## src/rtl/c5_bus_scheduler_pkg.sv

```systemverilog
// Shared constants for the C5 bus scheduler.
//   - FSM state encodings (IDLE, ISSUE, RESP, GAP)
//   - requester index constants
//   - wait-counter width and an index-width helper
package c5_parameters;

    localparam logic [1:0] StIdle  = 2'd0;
    localparam logic [1:0] StIssue = 2'd1;
    localparam logic [1:0] StResp  = 2'd2;
    localparam logic [1:0] StGap   = 2'd3;

    localparam int unsigned ReqCpuData  = 0;
    localparam int unsigned ReqCpuInstr = 1;
    localparam int unsigned ReqDisplay  = 2;
    localparam int unsigned ReqAudio    = 3;
    localparam int unsigned ReqSdcard   = 4;
    localparam int unsigned ReqUsb      = 5;

    // Wide enough for TIMEOUT up to 255.
    localparam int unsigned CntW = 8;

    function automatic int unsigned idx_width(input int unsigned n);
        return (n > 1) ? $clog2(n) : 1;
    endfunction

endpackage

```

## src/rtl/c5_bus_scheduler_rr_pick.sv

```systemverilog
// Round-robin picker (combinational).
//   req_i    : request vector
//   last_i   : index of the previous winner
//   found_o  : some request is present
//   pick_o   : one-hot winner
//   idx_o    : binary winner index
// Search starts at last_i+1 and wraps at NREQ, so the previous winner is
// considered last.
module c5_rr_pick
    import c5_parameters::*;
#(
    parameter int unsigned NREQ = 6,
    parameter int unsigned IW   = idx_width(NREQ)
) (
    input  logic [NREQ-1:0] req_i,
    input  logic [IW-1:0]   last_i,
    output logic            found_o,
    output logic [NREQ-1:0] pick_o,
    output logic [IW-1:0]   idx_o
);

    int unsigned   cand;
    logic [IW-1:0] cidx;

    always_comb begin
        found_o = 1'b0;
        pick_o  = '0;
        idx_o   = '0;
        cand    = 0;
        cidx    = '0;
        for (int unsigned off = 1; off <= NREQ; off++) begin
            cand = (32'(last_i) + off) % NREQ;
            cidx = cand[IW-1:0];
            if (!found_o && req_i[cidx]) begin
                found_o = 1'b1;
                idx_o   = cidx;
                pick_o  = NREQ'(1) << cidx;
            end
        end
    end

endmodule

```

## src/rtl/c5_bus_scheduler.sv

```systemverilog
// C5 bus scheduler: round-robin arbitration of NREQ requesters onto one
// shared memory port, one transaction at a time.
//   I_clk, I_rst_n          : clock, synchronous active-low reset
//   I_stall                 : blocks new grants (in-flight work completes)
//   I_req/I_addr/I_we/I_wdata : per-requester command, flattened slices
//   O_ack/O_err/O_rdata     : one-cycle completion / timeout pulse, read data
//   O_grant                 : one-hot owner of the in-flight transaction
//   O_mem_*/I_mem_*         : shared memory command and completion
module c5_bus_scheduler
    import c5_parameters::*;
#(
    parameter int unsigned NREQ    = 6,
    parameter int unsigned AW      = 24,
    parameter int unsigned DW      = 32,
    parameter int unsigned TIMEOUT = 255
) (
    input  logic             I_clk,
    input  logic             I_rst_n,
    input  logic             I_stall,
    input  logic [NREQ-1:0]    I_req,
    input  logic [NREQ*AW-1:0] I_addr,
    input  logic [NREQ-1:0]    I_we,
    input  logic [NREQ*DW-1:0] I_wdata,
    output logic [NREQ-1:0]    O_ack,
    output logic [NREQ-1:0]    O_err,
    output logic [DW-1:0]      O_rdata,
    output logic [NREQ-1:0]    O_grant,
    output logic             O_mem_valid,
    output logic             O_mem_we,
    output logic [AW-1:0]      O_mem_addr,
    output logic [DW-1:0]      O_mem_wdata,
    input  logic             I_mem_ready,
    input  logic [DW-1:0]      I_mem_rdata
);

    localparam int unsigned IW = idx_width(NREQ);

    logic [1:0]      state_q, state_d;
    logic [IW-1:0]   last_q, last_d;
    logic [CntW-1:0] cnt_q, cnt_d;
    logic            err_q, err_d;
    logic [NREQ-1:0] grant_q, grant_d;
    logic [AW-1:0]   addr_q, addr_d;
    logic            we_q, we_d;
    logic [DW-1:0]   wdata_q, wdata_d;
    logic [DW-1:0]   rdata_q, rdata_d;

    logic            pick_found;
    logic [NREQ-1:0] pick_onehot;
    logic [IW-1:0]   pick_idx;

    c5_rr_pick #(
        .NREQ (NREQ),
        .IW   (IW)
    ) u_rr_pick (
        .req_i   (I_req),
        .last_i  (last_q),
        .found_o (pick_found),
        .pick_o  (pick_onehot),
        .idx_o   (pick_idx)
    );

    always_comb begin
        state_d = state_q;
        last_d  = last_q;
        cnt_d   = cnt_q;
        err_d   = err_q;
        grant_d = grant_q;
        addr_d  = addr_q;
        we_d    = we_q;
        wdata_d = wdata_q;
        rdata_d = rdata_q;
        case (state_q)
            StIdle: begin
                if (!I_stall && pick_found) begin
                    grant_d = pick_onehot;
                    last_d  = pick_idx;
                    addr_d  = I_addr[pick_idx*AW +: AW];
                    we_d    = I_we[pick_idx];
                    wdata_d = I_wdata[pick_idx*DW +: DW];
                    cnt_d   = '0;
                    err_d   = 1'b0;
                    state_d = StIssue;
                end
            end
            StIssue: begin
                // Ready wins even in the cycle the counter would hit TIMEOUT.
                if (I_mem_ready) begin
                    rdata_d = I_mem_rdata;
                    err_d   = 1'b0;
                    state_d = StResp;
                end else if (cnt_q == CntW'(TIMEOUT - 1)) begin
                    cnt_d   = cnt_q + 1'b1;
                    rdata_d = '0;
                    err_d   = 1'b1;
                    state_d = StResp;
                end else begin
                    cnt_d = cnt_q + 1'b1;
                end
            end
            StResp: begin
                state_d = StGap;
            end
            StGap: begin
                // Extra idle cycle lets a completed requester drop I_req
                // before the next arbitration.
                grant_d = '0;
                state_d = StIdle;
            end
            default: begin
                state_d = StIdle;
            end
        endcase
    end

    always_ff @(posedge I_clk) begin
        if (!I_rst_n) begin
            state_q <= StIdle;
            last_q  <= IW'(NREQ - 1);
            cnt_q   <= '0;
            err_q   <= 1'b0;
            grant_q <= '0;
            addr_q  <= '0;
            we_q    <= 1'b0;
            wdata_q <= '0;
            rdata_q <= '0;
        end else begin
            state_q <= state_d;
            last_q  <= last_d;
            cnt_q   <= cnt_d;
            err_q   <= err_d;
            grant_q <= grant_d;
            addr_q  <= addr_d;
            we_q    <= we_d;
            wdata_q <= wdata_d;
            rdata_q <= rdata_d;
        end
    end

    assign O_mem_valid = (state_q == StIssue);
    assign O_mem_we    = we_q;
    assign O_mem_addr  = addr_q;
    assign O_mem_wdata = wdata_q;
    assign O_grant     = grant_q;
    assign O_rdata     = rdata_q;
    assign O_ack       = (state_q == StResp && !err_q) ? grant_q : '0;
    assign O_err       = (state_q == StResp && err_q) ? grant_q : '0;

endmodule

```

## config.mk

```make
export PLATFORM = sky130hd
export DESIGN_NAME = c5_bus_scheduler
export DESIGN_NICKNAME = d
export VERILOG_FILES = /design/src/rtl/c5_bus_scheduler_pkg.sv /design/src/rtl/c5_bus_scheduler_rr_pick.sv /design/src/rtl/c5_bus_scheduler.sv
export SDC_FILE = /design/constraint.sdc
export NUM_CORES = 1
export LEC_CHECK = 0
export CAP_MARGIN = 30
export CORE_AREA = 2 2 189 191
export CTS_CLUSTER_DIAMETER = 50
export DETAILED_ROUTE_END_ITERATION = 8
export DIE_AREA = 0 0 191 193
export PLACE_DENSITY = 0.63
export SLEW_MARGIN = 5
export SYNTH_ARGS = -nofsm -noshare
export SYNTH_HDL_FRONTEND = slang
export SYNTH_SLANG_ARGS = --single-unit
```

## constraint.sdc

```tcl
create_clock -name I_clk -period 4.3 [get_ports I_clk]
set_input_delay 1.29 -clock I_clk [delete_from_list [all_inputs] [get_ports I_clk]]
set_output_delay 1.29 -clock I_clk [all_outputs]
set_load 0.01 [all_outputs]
```

==> results of run 1 <==
[worst max-delay path, delay by kind of cell, from the launching register on]
family | cells | cell delay, ns
multiplexers | 1 | 0.49
AO/OA/AOI/OAI | 4 | 1.18
flip-flops | 1 | 0.38
adder cells (fa/ha/maj) | 2 | 0.42
AND/OR/NAND/NOR | 4 | 0.64
buffers and inverters | 7 | 0.95
XOR/XNOR | 1 | 0.14
[what timing repair did]
item,4_1_cts,5_1_grt
hold buffers,0,0
gates cloned,3,5
setup buffers,11,20
setup endpoints to repair,47,63
pin swaps,3,10
gates resized for setup,14,38
[where the power goes]
part	total (mW)	internal, mW	leakage, nW	switching [mW]
Clock	0.906	0.416	0.149	0.490
Combinational	9.46	5.49	4.64	3.97
Sequential	1.38	1.23	0.890	0.148
[through the flow]
stage	std cells	total power, mW	cell area [sq um]	setup TNS (ns)	setup slack (ns)
floorplan	731	6.54	7530	0	0.00752
global placement	1725	9.23	13600	-24.65	-0.485
detailed placement	1725	9.33	13600	-27.83	-0.545
CTS	1755	11.0	14100	0	0.00864
global route	1782	12.4	14500	-9.84	-0.241
finish	1783	11.7	14500	-0.0461	-0.0213
[flip-flops by register name, indices dropped and copies added, names as in the netlist]
name	cells
O_mem_we	1
O_rdata	32
state_q	2
O_mem_wdata	32
O_mem_addr	24
O_grant	6
cnt_q	8
last_q	3
err_q	1
[kinds of logic (layout without fill, tap and decap cells)]
group | Yosys count | in the layout
buffers and inverters | 74 | 662
flip-flops | 109 | 109
AO/OA/AOI/OAI | 170 | 170
other | 0 | 3
adder cells (fa/ha/maj) | 21 | 21
XOR/XNOR | 12 | 12
multiplexers | 130 | 130
AND/OR/NAND/NOR | 215 | 215
[worst max-delay path by stage]
stage	from	endpoint	slack, ns	cells past startpoint
2_1_floorplan	I_req[0]	O_mem_wdata[31]$_SDFFE_PN0P_	0.008	10
3_3_place_gp	I_req[0]	O_mem_wdata[16]$_SDFFE_PN0P_	-0.48	12
3_5_place_dp	I_req[0]	O_mem_wdata[14]$_SDFFE_PN0P_	-0.55	12
4_1_cts	last_q[2]$_SDFFE_PN1P_	O_mem_addr[9]$_SDFFE_PN0P_	0.009	16
5_1_grt	last_q[1]$_SDFFE_PN0P_	O_mem_wdata[13]$_SDFFE_PN0P_	-0.24	20
6_report	last_q[1]$_SDFFE_PN0P_	O_mem_wdata[14]$_SDFFE_PN0P_	-0.02	19
[layer usage]
layer | vias up | track usage
met5 | - | 0
met1 | 4105 | 0.210
met3 | 83 | 0.0592
li1 | 4032 | -
met4 | 10 | 0.0793
met2 | 374 | 0.336
[cells in the final DEF, fill, tap and decap left out, drive strengths merged, types with 4 or more instances in the layout]
master	Yosys	final
mux2i	65	65
inv	17	18
ha	21	21
buf	23	132
nand3	5	5
nor2	124	124
clkdlybuf4s50	0	485
a221o	57	57
and2	9	9
a21oi	14	14
dlygate4sd2	0	4
xnor2	5	5
nor3	13	13
a32oi	6	6
xor2	7	7
a211oi	8	8
mux2	7	7
nand2	23	23
o211ai	4	4
o21ai	13	13
nand2b	7	7
clkbuf	33	13
nand4	7	7
dfxtp	109	109
and3	12	12
clkinv	1	6
mux4	58	58
a22oi	36	36
[final cells by class]
class	instances	area [sq um]
fill	3401	20400
timing repair buffer	628	6330
multi-input combinational	548	5040
sequential	109	2190
tap	461	577
clock buffer	9	225
clock inverter	7	77.6
inverter	18	73.8
antenna	3	7.51
==> impl_metrics.toml, run 1 <==
[min_path]
hold_path.class = "reg -> reg"
hold_depth = 1
hold_end = "O_mem_wdata[7]$_SDFFE_PN0P_"
hp-start = "O_mem_wdata[7]$_SDFFE_PN0P_"

[placement]
place_hpwl_mm = 29.3
gp_congestion = 0.915
io_buffers = 491

[timing]
rsz0062_at_grt = "true"
period_share = 1.00
finClkSkew_ns = 0.0140
worstMarginPinSlew_ns = 0.540
timing.hold.ws_ns = 0.494
final_max_slew_viol_count = 0
hold_viol = 0
min_period_ns = 4.32
max_slew_margin = 0.638
final.setup.worst_slack_ns = -0.0213
fmaxAchievable_mhz = 231
setup_viol = 4

[synth]
synthXorXnorAreaFrac = 0.0191
synth_fa_ha_area_frac = 0.0352
synth_top_family_by_area = "multiplexers"
synthMuxAreaShare = 0.282
synth_compound_area_frac = 0.188
syn_area_sq_um = 7470
ys_types = 67
syn_nets = 1136
synth_area_leaders = "dfxtp_1, mux4_2, mux2i_1"
yosysWarnings = 0
netlist_top_cells_count = "nor2_1, dfxtp_1, mux2i_1"
yosys.area.top_type_share = 0.292
synth_seq_cells = 109
yosysMostFrequentCell = "nor2_1"
synth.avg_cell_area_sq_um = 10.2
synth-async-reset-ratio = 0
synth_cells = 731
yosysSeqAreaShare = 0.292
post-synth-top-area-cell = "dfxtp_1"
synth-edff-count = 0
synth-main-ff-cell = "dfxtp_1"
synthSimpleGateAreaFrac = 0.134

[power_and_ir_drop]
power.leakage_nw = 5.68
power_per_cell_area_nw_per_um2 = 809
ir_drop_mv = 0.740

[global_routing]
grt_start_max_net_pins = 44
grt_pass1_vias = 8530
grt_pass1_wl_mm = 51.8
antenna_found_initial = 7
grt-ovfl-total = 0
track_usage = 0.190

[cts]
clock_sink_count = 109
path_clk_slew_ns = 0.09
clock_latency_ns = 0.37
numCtsBuffers = 9
htree_num_levels = 3
cts_tree = "yes"
cts.path.max_buffers = 2
cts-root-buf = "clkbuf_16"

[final_layout]
area_delta_synth_final_pct = 94.4
nets = 1719
drive_gt1_frac = 0.188
post-route-util = 0.415

[worst_setup_path]
cp_common_cell = "buf_6"
reg2regPathDepth = 19
cpPeakStageDelay_ns = 0.49
worst-setup-path-type = "reg -> reg"
crit_fanout = 6
r2r_start = "last_q[1]$_SDFFE_PN0P_"
cp.required_ns = 4.56
arrival_ns = 4.58
r2r-end = "O_mem_wdata[14]$_SDFFE_PN0P_"
end_kind = "register"
cp-start-kind = "register"
rrSetupSlack_ns = -0.02
slowest_stage = "mux4_2"
path_cells = "buf_6 -> clkinvlp_4 -> buf_6 -> ha_4 -> xor2_4 -> inv_2 -> ha_4 -> nand2b_4 -> nor2_2 -> o311a_1 -> a32o_2 -> nor4_4 -> nand3b_1 -> a41oi_4 -> buf_6 -> buf_12 -> buf_4 -> mux4_2 -> a221o_1"

[outcome]
violations = "negative setup slack"
status = "finished with violations"

[detailed_routing]
wirelength_mm = 37.6
drt_iter0_drc = 609
drc_errors = 0
route.met2.wl_mm = 19.4
final_antenna_net_count = 0
first_pass_iters = 5
viasPerCell = 4.83
wire_per_inst_um = 21.1
top_layer_used = "met5"
dr_wl_met3_mm = 2.92
met1_length_mm = 13.7
vias = 8604

[job]
maxCapViolations = 0

[floorplanning]
die_height_um = 193
rows = 69
die_area_sq_um = 36900
ios = 492
start_util = 0.214
die_width_um = 191
core_sq_um = 35000
No activity file was read; power rests on OpenSTA's default activity.
==> run 2, diff against run 1 <==
--- a/config.mk
+++ b/config.mk
@@ -8,6 +8,7 @@
 export CAP_MARGIN = 30
 export CORE_AREA = 2 2 189 191
 export CTS_CLUSTER_DIAMETER = 50
+export CTS_CLUSTER_SIZE = 25
 export DETAILED_ROUTE_END_ITERATION = 8
 export DIE_AREA = 0 0 191 193
 export PLACE_DENSITY = 0.63
==> results of run 2 <==
The final DEF is identical to that of run 1; final timing and power are the same.
==> run 3, diff against run 2 <==
--- a/config.mk
+++ b/config.mk
@@ -12,7 +12,6 @@
 export DETAILED_ROUTE_END_ITERATION = 8
 export DIE_AREA = 0 0 191 193
 export PLACE_DENSITY = 0.63
-export SLEW_MARGIN = 5
 export SYNTH_ARGS = -nofsm -noshare
 export SYNTH_HDL_FRONTEND = slang
 export SYNTH_SLANG_ARGS = --single-unit
==> results of run 3 <==
The final DEF is identical to that of run 1; final timing and power are the same.
==> variant, RTL diff (config.mk and constraints of run 1) <==
Change the parameter `TIMEOUT` from 255 to 128. Comments in the files are not updated.
--- a/src/rtl/c5_bus_scheduler.sv
+++ b/src/rtl/c5_bus_scheduler.sv
@@ -12,7 +12,7 @@
     parameter int unsigned NREQ    = 6,
     parameter int unsigned AW      = 24,
     parameter int unsigned DW      = 32,
-    parameter int unsigned TIMEOUT = 255
+    parameter int unsigned TIMEOUT = 128
 ) (
     input  logic             I_clk,
     input  logic             I_rst_n,
Check against the original RTL: no difference found for any inputs over 4 cycles, from zero or initial values and one cycle with I_rst_n low; that may be too few to reach the edited logic, so the function may still have changed.
==> variant against run 1 <==
Setup slack better by 0.11 ns. Global-route usage down 0.12 points. Final area up 2.4%. Clock skew up 0.0053 ns. Sequential cell count unchanged. Worst hold slack better by 0.0018 ns. Area after synthesis up 7.7%. Routed wire length down 1.5%. Die area unchanged. Total power up 29%. Critical path type is now in2reg. Highest routed layer unchanged.
==> variant: results (changes against run 1) <==
* Status: completed (was complete, but fails checks)
* Largest net degree at the start of global routing at 43 (was 44)
* Critical Path AT at 4.46 ns (was 4.58 ns)
* Sequential-to-total area share from yosys stat at 0.271 (was 0.292)
* First-pass GRT wire length at 53300 um (was 51800 um)
* Synth cell types at 72 (was 67)
* Tcrit/Tclk final at 0.979 (was 1.00)
* Drt initial violations at 406 (was 609)
* Top cells by count, synth: 109 x dfxtp_1, 91 x nand2_1, 90 x a22oi_1 (was 124 x nor2_1, 109 x dfxtp_1, 65 x mux2i_1)
* Area contributors post-synth: dfxtp_1 27%, a22oi_1 8.4%, mux2_2 8.4% (was dfxtp_1 29%, mux4_2 12%, mux2i_1 8.7%)
* Placer Congestion at 0.874 (was 0.915)
* DR vias/cell at 4.83 (about the same)
* Initial antenna violation count at 5 (was 7)
* HPWL Detailed at 30500 um (was 29300 um)
* Setup slack, reg-to-reg at 0.23 ns (was -0.02 ns)
* Crit Path Max Fanout at 19 (was 6)
* Share of layout cells above drive strength 1 at 0.198 (was 0.188)
* Vias in the first global route at 9209 (was 8530)
* Max IR drop VDD at 0.615 mV (was 0.740 mV)
* Clock skew at 0.0193 ns (was 0.0140 ns)
* Leak at 5.69 nW (was 5.68 nW)
* Wire per inst at 18.8 um (was 21.1 um)
* Async S/R FF share, synth at 0 (unchanged)
* Slowest stage delay, CP at 0.51 ns (was 0.49 ns)
* Worst slew margin at 0.566 (was 0.638)
* Syn_nets at 1350 (was 1136)
* GR Util All Layers at 0.189 (was 0.190)
* Fin nets at 1905 (was 1719)
* Setup WS pre-CTS at -0.484 ns (was -0.545 ns)
-- variant: cell count changes in the layout (fill, tap and decap cells not counted), sizes merged, moves of 6 or more --
cell and change:
nand2 +69, a22o +59, nor2 -66, mux4 -57
a21oi +64, mux2 +55, a22oi +54, clkdlybuf4s50 +6
a221o -55, nand3 +11, o21ai +68
-- variant: power breakdown --
group	internal (W)	switching [W]	leakage, nW
Sequential	0.00125	0.000141	0.891
Clock	0.000422	0.000478	0.152
Combinational	0.00648	0.00640	4.64
Total	0.00815	0.00702	5.69
-- variant: kinds of logic after synthesis --
kind of cell | synth area share
XOR/XNOR | 0.0152
AO/OA/AOI/OAI | 0.313
buffers and inverters | 0.0586
flip-flops | 0.271
adder cells (fa/ha/maj) | 0.0311
multiplexers | 0.170
AND/OR/NAND/NOR | 0.141
-- variant: what timing repair did --
| action | in CTS | in global routing |
|---|---|---|
| setup buffers | 0 | 7 |
| pin swaps | 0 | 2 |
| endpoints found under the setup margin | 7 | 62 |
| resized for setup | 2 | 23 |
| gates cloned | 0 | 0 |
| hold endpoints to repair | 0 | 0 |
-- variant: worst paths after layout --
kind / to / startpoint / depth (start not counted)
hold reg to reg: O_mem_wdata[31] / O_mem_wdata[31] / 2
hold / removal: O_mem_wdata[31] / O_mem_wdata[31] / 2
setup / recovery: O_mem_wdata[23] / I_req[4] / 13
setup reg to reg: O_mem_addr[16] / last_q[2] / 17
-- variant: worst max-delay path: cells and delay by family --
family / cells / cell delay (ns)
muxes: 3 / 1.12
AOI/OAI and AO/OA: 5 / 0.89
buffers and inverters: 5 / 1.13
-- variant: through the flow --
| step | cells | setup TNS, ns | hold slack (ns) | area [um^2] |
|---|---|---|---|---|
| after global routing | 1969 | -0.0670 | 0.527 | 14900 |
| after detailed placement | 1944 | -16.35 | 0.482 | 14400 |
| final | 1971 | 0 | 0.496 | 14900 |
| after CTS | 1960 | 0 | 0.505 | 14700 |
| after global placement | 1944 | -16.49 | 0.469 | 14400 |
| after floorplan | 946 | 0 | 0.459 | 8050 |
-- variant: final cells by class --
type	count	area [um^2]
fill	3484	20100
inverter	17	63.8
tap	461	577
clock buffer	9	225
timing repair buffer	621	6170
multi-input combinational	743	5560
clock inverter	7	88.8
sequential	109	2180
antenna	4	10.0
-- variant: layer usage --
layer | part of all wire | GRT usage | wire, um
met2 | 0.51 | 0.337 | 18800
met3 | 0.074 | 0.0429 | 2740
met1 | 0.40 | 0.228 | 14900
met4 | 0.015 | 0.0465 | 547
met5 | 0.00062 | 0 | 23
